### src/rtl/seq_det_pkg.sv
// Shared types and constants for the sequence-detector serial path.
// Holds the serializer FSM encoding and the default idle line level.
package seq_det_pkg;

  typedef enum logic {
    IDLE  = 1'b0,
    SHIFT = 1'b1
  } ser_state_t;

  localparam logic IDLE_BIT_DEF = 1'b0;

endpackage

### src/rtl/bit_serializer_tx_if.sv
// Word handshake into the serializer.
// The producer is the master; the serializer is the slave.
interface bit_serializer_tx_if #(
  parameter int WIDTH = 8
);
  logic [WIDTH-1:0] in_data;
  logic             in_valid;
  logic             in_ready;

  modport master (
    output in_data,
    output in_valid,
    input  in_ready
  );

  modport slave (
    input  in_data,
    input  in_valid,
    output in_ready
  );
endinterface

### src/rtl/ser_hold_buf.sv
// One-entry holding register with full flag.
// Written on accept while shifting, read on the drain edge.
module ser_hold_buf #(
  parameter int WIDTH = 8
) (
  input  logic             clk,
  input  logic             rst,
  input  logic             wr,
  input  logic [WIDTH-1:0] wdata,
  input  logic             rd,
  output logic [WIDTH-1:0] rdata,
  output logic             full,
  output logic             ready
);

  always_ff @(posedge clk or posedge rst) begin
    if (rst) begin
      rdata <= '0;
      full  <= 1'b0;
    end else if (wr) begin
      rdata <= wdata;
      full  <= 1'b1;
    end else if (rd) begin
      full  <= 1'b0;
    end
  end

  assign ready = !full;

endmodule

### src/rtl/bit_serializer_tx.sv
// Parallel-to-serial front end feeding the 1010 detector.
// Streams words back-to-back through a one-word holding buffer.
module bit_serializer_tx
  import seq_det_pkg::*;
#(
  parameter int   WIDTH     = 8,
  parameter int   MSB_FIRST = 1,
  parameter logic IDLE_BIT  = IDLE_BIT_DEF
) (
  input  logic                 clk,
  input  logic                 rst,
  bit_serializer_tx_if.slave   s,
  output logic                 x,
  output logic                 x_valid,
  output logic                 word_done,
  output logic                 busy
);

  localparam int CW = $clog2(WIDTH);
  localparam logic [CW-1:0] LAST = CW'(WIDTH - 1);

  ser_state_t       state;
  logic [WIDTH-1:0] sh;
  logic [WIDTH-1:0] hdata;
  logic [CW-1:0]    cnt;
  logic             hfull;
  logic             hrdy;
  logic             acc;
  logic             last;
  logic             head;

  assign s.in_ready = hrdy && !rst;
  assign acc        = s.in_valid && s.in_ready;
  assign last       = (state == SHIFT) && (cnt == LAST);
  assign head       = (MSB_FIRST != 0) ? sh[WIDTH-1] : sh[0];

  ser_hold_buf #(.WIDTH(WIDTH)) u_hold (
    .clk   (clk),
    .rst   (rst),
    .wr    (acc && (state == SHIFT) && !last),
    .wdata (s.in_data),
    .rd    (last && hfull),
    .rdata (hdata),
    .full  (hfull),
    .ready (hrdy)
  );

  always_ff @(posedge clk or posedge rst) begin
    if (rst) begin
      state <= IDLE;
      sh    <= '0;
      cnt   <= '0;
    end else begin
      unique case (state)
        IDLE: begin
          if (acc) begin
            sh    <= s.in_data;
            cnt   <= '0;
            state <= SHIFT;
          end
        end
        SHIFT: begin
          if (!last) begin
            sh  <= (MSB_FIRST != 0) ? (sh << 1) : (sh >> 1);
            cnt <= cnt + CW'(1);
          end else if (hfull) begin
            // buffered word wins; in_ready is low so no accept collides
            sh  <= hdata;
            cnt <= '0;
          end else if (acc) begin
            sh  <= s.in_data;
            cnt <= '0;
          end else begin
            state <= IDLE;
          end
        end
        default: state <= IDLE;
      endcase
    end
  end

  assign x         = (state == SHIFT) ? head : IDLE_BIT;
  assign x_valid   = (state == SHIFT);
  assign word_done = last;
  assign busy      = (state == SHIFT) || hfull;

endmodule

### src/flat_wrapper.sv
// flat-port wrapper written by rule: the top's interface ports become plain ports
module bit_serializer_tx_flat import seq_det_pkg::*;
#(
  parameter int   WIDTH     = 8,
  parameter int   MSB_FIRST = 1,
  parameter logic IDLE_BIT  = IDLE_BIT_DEF
)
  (clk, rst, x, x_valid, word_done, busy, s_in_data, s_in_valid, s_in_ready);
  bit_serializer_tx_if #(.WIDTH(WIDTH)) s_i ();
  input  logic clk;
  input  logic rst;
  output logic x;
  output logic x_valid;
  output logic word_done;
  output logic busy;
  input wire logic [$bits(s_i.in_data)-1:0] s_in_data;
  input wire logic [$bits(s_i.in_valid)-1:0] s_in_valid;
  output wire logic [$bits(s_i.in_ready)-1:0] s_in_ready;
  assign s_i.in_data = s_in_data;
  assign s_i.in_valid = s_in_valid;
  assign s_in_ready = s_i.in_ready;
  bit_serializer_tx #(.WIDTH(WIDTH), .MSB_FIRST(MSB_FIRST), .IDLE_BIT(IDLE_BIT)) u_core (.clk(clk), .rst(rst), .s(s_i), .x(x), .x_valid(x_valid), .word_done(word_done), .busy(busy));
endmodule
### config.mk
export PLATFORM = sky130hd
export DESIGN_NAME = bit_serializer_tx_flat
export DESIGN_NICKNAME = d
export VERILOG_FILES = /design/src/rtl/seq_det_pkg.sv /design/src/rtl/bit_serializer_tx_if.sv /design/src/rtl/ser_hold_buf.sv /design/src/rtl/bit_serializer_tx.sv /design/src/flat_wrapper.sv
export SDC_FILE = /design/constraint.sdc
export NUM_CORES = 1
export LEC_CHECK = 0
export CAP_MARGIN = 20
export CORE_UTILIZATION = 55
export DETAILED_ROUTE_END_ITERATION = 6
export PLACE_DENSITY = 0.82
export REMOVE_ABC_BUFFERS = 1
export SLEW_MARGIN = 20
export SYNTH_ARGS = -nofsm -noshare
export SYNTH_HDL_FRONTEND = slang
export SYNTH_SLANG_ARGS = --single-unit
### constraint.sdc
create_clock -name clk -period 4.8 [get_ports clk]
set_input_delay 0.96 -clock clk [delete_from_list [all_inputs] [get_ports clk]]
set_output_delay 0.96 -clock clk [all_outputs]
set_load 0.005 [all_outputs]
==> reports/metrics.yaml, run 1 <==
synth_edf_count: 0
worstPathMaxFanout: 17
pre_cts_ws_ns: 1.807
worst_pin_slew_ns: 0.7903
num_vias: 700
grt_pass1_vias: 747
initial_core_util_pct: 62.22
placed_area_um2: 1121
setup_tns_ns: 0
coreArea_um2: 1577
num_antenna_cells: 0
period_share_pct: 64.00
relSlewSlack_pct: 47.26
hold_violations: 0
instances_no_fill: 114
reg2reg_depth: 5
cts_sinks: 21
cts-resized-gates: 0
grt_max_degree: 23
postSynthCellCount: 84
synth_compound_area_share_pct: 15.82
dieArea_um2: 1956
h-tree-depth: 1
ys_seq_elements: 21
crit_type: "flop to output port"
drt-total-wl_um: 1756
final_area_um2: 1147
cts_max_path_buffers: 2
clock.fmax_ghz: 0.3255
critPathLaunch: "u_core.cnt[0]"
status: "finished clean"
cp-end-kind: "output port"
route.detailed.vias_per_inst: 6.140
finalMaxSlewViolations: 0
drtAntennaViolNets: 0
cts_made_buffers: 3
min_path_cells: 1
grtUsageTotal_pct: 22.40
area_growth_pct: 16.96
synth_top_family_by_area: "compound AO/OA/AOI/OAI gates"
min_period_ns: 3.072
holdWs_ns: 0.5206
cap_violations: 0
die_h_um: 44.23
cp_data_arrival_time_ns: 2.11
async_reset_ff_share_pct: 100.0
gp_congestion: 0.7723
worst_slack_ns: 1.728
final_cell_mix: "dfrtp_1, clkdlybuf4s50_1, nand2_1, mux2_2, a221o_1"
synth.area.mux_share_pct: 10.33
syn_avg_cell_area_um2: 11.68
p_per_area_nw_per_um2: 566.3
io_pins: 16
drtIter0Drc: 11
fillers: 104
yosysWarnings: 0
yosys.area_share.simple_pct: 13.90
routedWlPerCell_um: 15.40
fin_nets: 112
p_leak_nw: 0.4986
finalPower_uw: 649.8
cts_hold_buf: 0
final_util_pct: 72.78
reg2reg_from: "u_core.cnt[0]"
setup_violations: 0
drc: 0
start_kind: "flop"
vdd_ir_drop_max_mv: 0.3495
first_pass_iters: 6
finClkSkew_ns: 0.004149
grt_remaining_overflow: 0
synthFlopType: "dfrtp_1"
cts_root_buf: "clkbuf_4"
cp.required_ns: 3.84
grt_antenna_before_repair: 0
clock_latency_ns: 0.30
synthAdderAreaFrac_pct: 2.551
final_common_cell: "dfrtp_1"
synth_area_um2: 980.9
cts_setup_buffers: 0
dpl.hpwl_um: 1246
hold_path.startpoint: "u_core.u_hold.rdata[1]"
drive_above_1_share_pct: 17.35
synthXorXnorAreaFrac_pct: 0
rows: 14
path_clk_slew_ns: 0.11
die_w_um: 44.23
rsz0062_at_grt: "false"
grt_pass1_wl_um: 3070
placedCellCount: 110
synth_cell_types: 25
io_buffers: 15
yosysSeqAreaShare_pct: 53.57
holdCritPathClass: "flop to flop"
cts_tree: "done"
## critical path, cell delays in order, from the launching register on
cell and delay (ns):
dfrtp_1 0.38, ha_1 0.15, ha_1 0.54, and2_1 0.24, clkdlybuf4s50_1 0.50
## path summary, 6_finish.rpt
| path | endpoint | slack [ns] |
|---|---|---|
| worst min register to register | u_core.u_hold.rdata[1] | 0.52 |
| max in group asynchronous | u_core.u_hold.rdata[7] | 3.12 |
| min in group asynchronous | u_core.x_valid | 1.19 |
| worst max register to register | u_core.sh[4] | 2.78 |
| worst max-delay path | word_done | 1.73 |
| worst min-delay path | u_core.u_hold.rdata[1] | 0.52 |
## metal layers
metal	wire (µm)	share of wire, %	GRT usage [%]	vias up
met5	0	0	0	-
met4	61	3.5	20.00	0
met3	51	2.9	2.449	6
met2	858	49	35.88	16
met1	786	45	26.43	342
li1	-	-	-	336
## final cells by class
type	instances	area, µm²	area share (%)
Clock buffer	4	26.28	2.290
Inverter	2	7.507	0.6543
Multi-Input combinational cell	56	417.9	36.42
Sequential cell	21	525.5	45.80
Tap cell	16	20.02	1.745
Timing Repair Buffer	15	150.1	13.09
## state kept, by name, indices dropped and copies added, names as in the netlist
| signal | cells |
|---|---|
| u_core.u_hold.rdata | 8 |
| u_core.u_hold.full | 1 |
| u_core.sh | 8 |
| u_core.cnt | 3 |
| u_core.x_valid | 1 |
## logic make-up (layout without fill, tap and decap cells)
| logic type | count (synthesis) | count (layout) |
|---|---|---|
| buf+inv | 7 | 21 |
| compound gates | 19 | 19 |
| fa+ha+maj | 2 | 2 |
| flops | 21 | 21 |
| simple gates | 26 | 26 |
| mux | 9 | 9 |
## cell usage after synthesis (2+ instances only)
library cell / n / share of area, %
a221o_1: 8 / 8.2
a22o_1: 2 / 1.8
and2_1: 2 / 1.3
buf_2: 2 / 1.0
dfrtp_1: 21 / 54
ha_1: 2 / 2.6
inv_1: 2 / 0.77
mux2_2: 9 / 10
nand2_1: 14 / 5.4
nor2_1: 2 / 0.77
o22ai_1: 6 / 3.8
## report_power, final
| part | leakage, nW | total (mW) | switching (mW) | internal [mW] |
|---|---|---|---|---|
| Combinational | 0.222 | 0.251 | 0.106 | 0.145 |
| Sequential | 0.262 | 0.318 | 0.0603 | 0.258 |
| Clock | 0.0150 | 0.0811 | 0.0488 | 0.0324 |
No activity file was read; power rests on OpenSTA's default activity.
==> run 2: changes to the inputs <==
--- a/config.mk
+++ b/config.mk
@@ -6,9 +6,9 @@
 export NUM_CORES = 1
 export LEC_CHECK = 0
 export CAP_MARGIN = 20
-export CORE_UTILIZATION = 55
+export CORE_UTILIZATION = 46
 export DETAILED_ROUTE_END_ITERATION = 6
-export PLACE_DENSITY = 0.82
+export PLACE_DENSITY = 0.73
 export REMOVE_ABC_BUFFERS = 1
 export SLEW_MARGIN = 20
 export SYNTH_ARGS = -nofsm -noshare
==> constraint.sdc (replaced) <==
create_clock -name clk -period 2.8 [get_ports clk]
set_input_delay 0.56 -clock clk [delete_from_list [all_inputs] [get_ports clk]]
set_output_delay 0.56 -clock clk [all_outputs]
set_load 0.005 [all_outputs]
==> run 2 against run 1 <==
Compared with the run above: wire length rose by 5.5%; critical path depth did not move; global-route usage fell by 3.6 points; sequential power up 72%; final area increased by 2.5%; utilization shrank 13 points; highest routed layer unchanged.
==> reports/metrics.yaml, run 2 (same netlist as run 1, synthesis figures left out) <==
crit_family: "buffers and inverters"
comb_power_share_pct: 38.8  # +0.2 points
grt_max_degree: 23  # unchanged
worst_pin_slew_ns: 0.5796  # -0.2107 ns
final_cell_mix: "dfrtp_1, clkdlybuf4s50_1, nand2_1, mux2_2, a221o_1"
worst_slack_ns: 0.5149  # -1.213 ns
holdCritPathClass: "flop to flop"
drive_above_1_share_pct: 19.00  # +1.7 points
worstPathMaxFanout: 3  # -14
cap_violations: 0  # unchanged
grt_antenna_before_repair: 0  # unchanged
min_period_ns: 2.285
drtIter0Drc: 14  # +3
cts_sinks: 21  # unchanged
final_util_pct: 59.34  # -13 points
cts_tree: "done"
r2r_slack_ns: 1.01  # -1.77 ns
num_vias: 717  # +2.4%
crit_buf_inv: 1  # unchanged
grtUsageTotal_pct: 18.78  # -3.6 points
finClkSkew_ns: 0.005901  # +0.001751 ns
swShare_pct: 33.41  # +0.27 points
initial_core_util_pct: 49.49  # -13 points
drtAntennaViolNets: 0  # unchanged
top_usage_layer: "met2"
cts-resized-gates: 0  # unchanged
crit_type: "flop to output port"
grt_use_met3_pct: 2.222  # -0.23 points
io_buffers: 15  # unchanged
vdd_ir_drop_max_mv: 0.4792  # +37%
relSlewSlack_pct: 61.28  # +14 points
switchingPower_uw: 375.2  # +74%
fin_nets: 114  # +1.8%
cts_setup_buffers: 0  # unchanged
grt_remaining_overflow: 0  # unchanged
gp_congestion: 0.7216  # -6.6%
max_stage_delay_ns: 0.45  # -0.09 ns
crit_chain: "ha_1 -> ha_1 -> and2_1 -> clkdlybuf4s50_1"
clock_latency_ns: 0.29  # about the same
routedWlPerCell_um: 14.58  # -5.3%
final_common_cell: "dfrtp_1"
rows: 16  # +2
first_pass_iters: 4  # -2
hold_violations: 0  # unchanged
clock.fmax_ghz: 0.4376
start_kind: "flop"
setup_tns_ns: 0  # unchanged
p_leak_nw: 0.5088  # +2.0%
seqPwrFrac_pct: 48.7  # -0.2 points
grt_util_met1_pct: 25.64  # -0.79 points
crit_top_cell: "ha_1"
pre_cts_ws_ns: 0.6039  # -1.203 ns
cp-end-kind: "output port"
status: "finished clean"
die_h_um: 48.18  # +8.9%
drc: 0  # unchanged
cts_max_path_buffers: 2  # unchanged
path_clk_slew_ns: 0.11  # about the same
setup_violations: 0  # unchanged
placed_area_um2: 1150  # +2.6%
num_antenna_cells: 0  # unchanged
cts_made_buffers: 3  # unchanged
route.detailed.vias_per_inst: 5.646  # -8.1%
die_w_um: 48.18  # +8.9%
drt-total-wl_um: 1852  # +5.5%
grt_pass1_vias: 674  # -9.8%
final_area_um2: 1176  # +2.5%
crit_slowest_cell: "clkdlybuf4s50_1"
cp_data_arrival_time_ns: 1.73  # -0.38 ns
io_pins: 16  # unchanged
rsz0062_at_grt: "false"
cp.required_ns: 2.24  # -1.60 ns
h-tree-depth: 1  # unchanged
period_share_pct: 81.61
dpl.hpwl_um: 1286  # +3.2%
cts_root_buf: "clkbuf_4"
grt_pass1_wl_um: 2973  # -3.2%
finalMaxSlewViolations: 0  # unchanged
p_int_uw: 747.7  # +72%
p_per_area_nw_per_um2: 954.8  # +69%
largest_registers: "u_core.sh x8, u_core.u_hold.rdata x8, u_core.cnt x3"
grtUsageMet2_pct: 29.87  # -6.0 points
dieArea_um2: 2321  # +19%
p_clk_share_pct: 12.5  # about the same
cts_hold_buf: 0  # unchanged
coreArea_um2: 1982  # +26%
area_growth_pct: 19.90
-- run 2: cell types whose count changed in the layout (fill, tap and decap cells not counted) --
cell,delta
buf_4,+2
-- run 2: layout make-up --
class | count | area, µm²
Multi-Input combinational cell | 56 | 417.9
Timing Repair Buffer | 17 | 165.2
Fill cell | 163 | 805.8
Inverter | 2 | 7.507
Tap cell | 27 | 33.78
Clock buffer | 4 | 26.28
Sequential cell | 21 | 525.5
-- run 2: worst paths after layout --
kind / endpoint / startpoint / depth (start not counted)
worst max register to register: u_core.sh[5] / u_core.cnt[1] / 6
worst min-delay path: u_core.u_hold.rdata[0] / u_core.u_hold.rdata[0] / 1
worst max-delay path: word_done / u_core.cnt[0] / 4
min in group asynchronous: u_core.u_hold.full / rst / 3
max in group asynchronous: u_core.u_hold.rdata[2] / rst / 3
worst min register to register: u_core.u_hold.rdata[0] / u_core.u_hold.rdata[0] / 1
-- run 2: routing by layer --
metal / vias up / part of all wire, %
met5: - / 0
met4: 0 / 0.81
met3: 2 / 2.4
met2: 11 / 47
met1: 365 / 49
li1: 339 / -
-- run 2: power groups by stage --
stage | logic [mW] | registers (mW) | clock network (mW)
final | 0.436 | 0.547 | 0.141
after global routing | 0.487 | 0.566 | 0.155
after CTS | 0.438 | 0.546 | 0.147
after detailed placement | 0.440 | 0.550 | 0
after global placement | 0.415 | 0.546 | 0
after floorplan | 0.315 | 0.520 | 0
-- run 2: per-stage QoR --
stage          hold WS, ns  cells  power [mW]
6_report            0.5160    127       1.123
5_1_grt             0.5184    127       1.208
4_1_cts             0.5151    127       1.131
3_5_place_dp        0.4906    123      0.9903
3_3_place_gp        0.4813    123      0.9604
2_1_floorplan       0.4698     79      0.8349
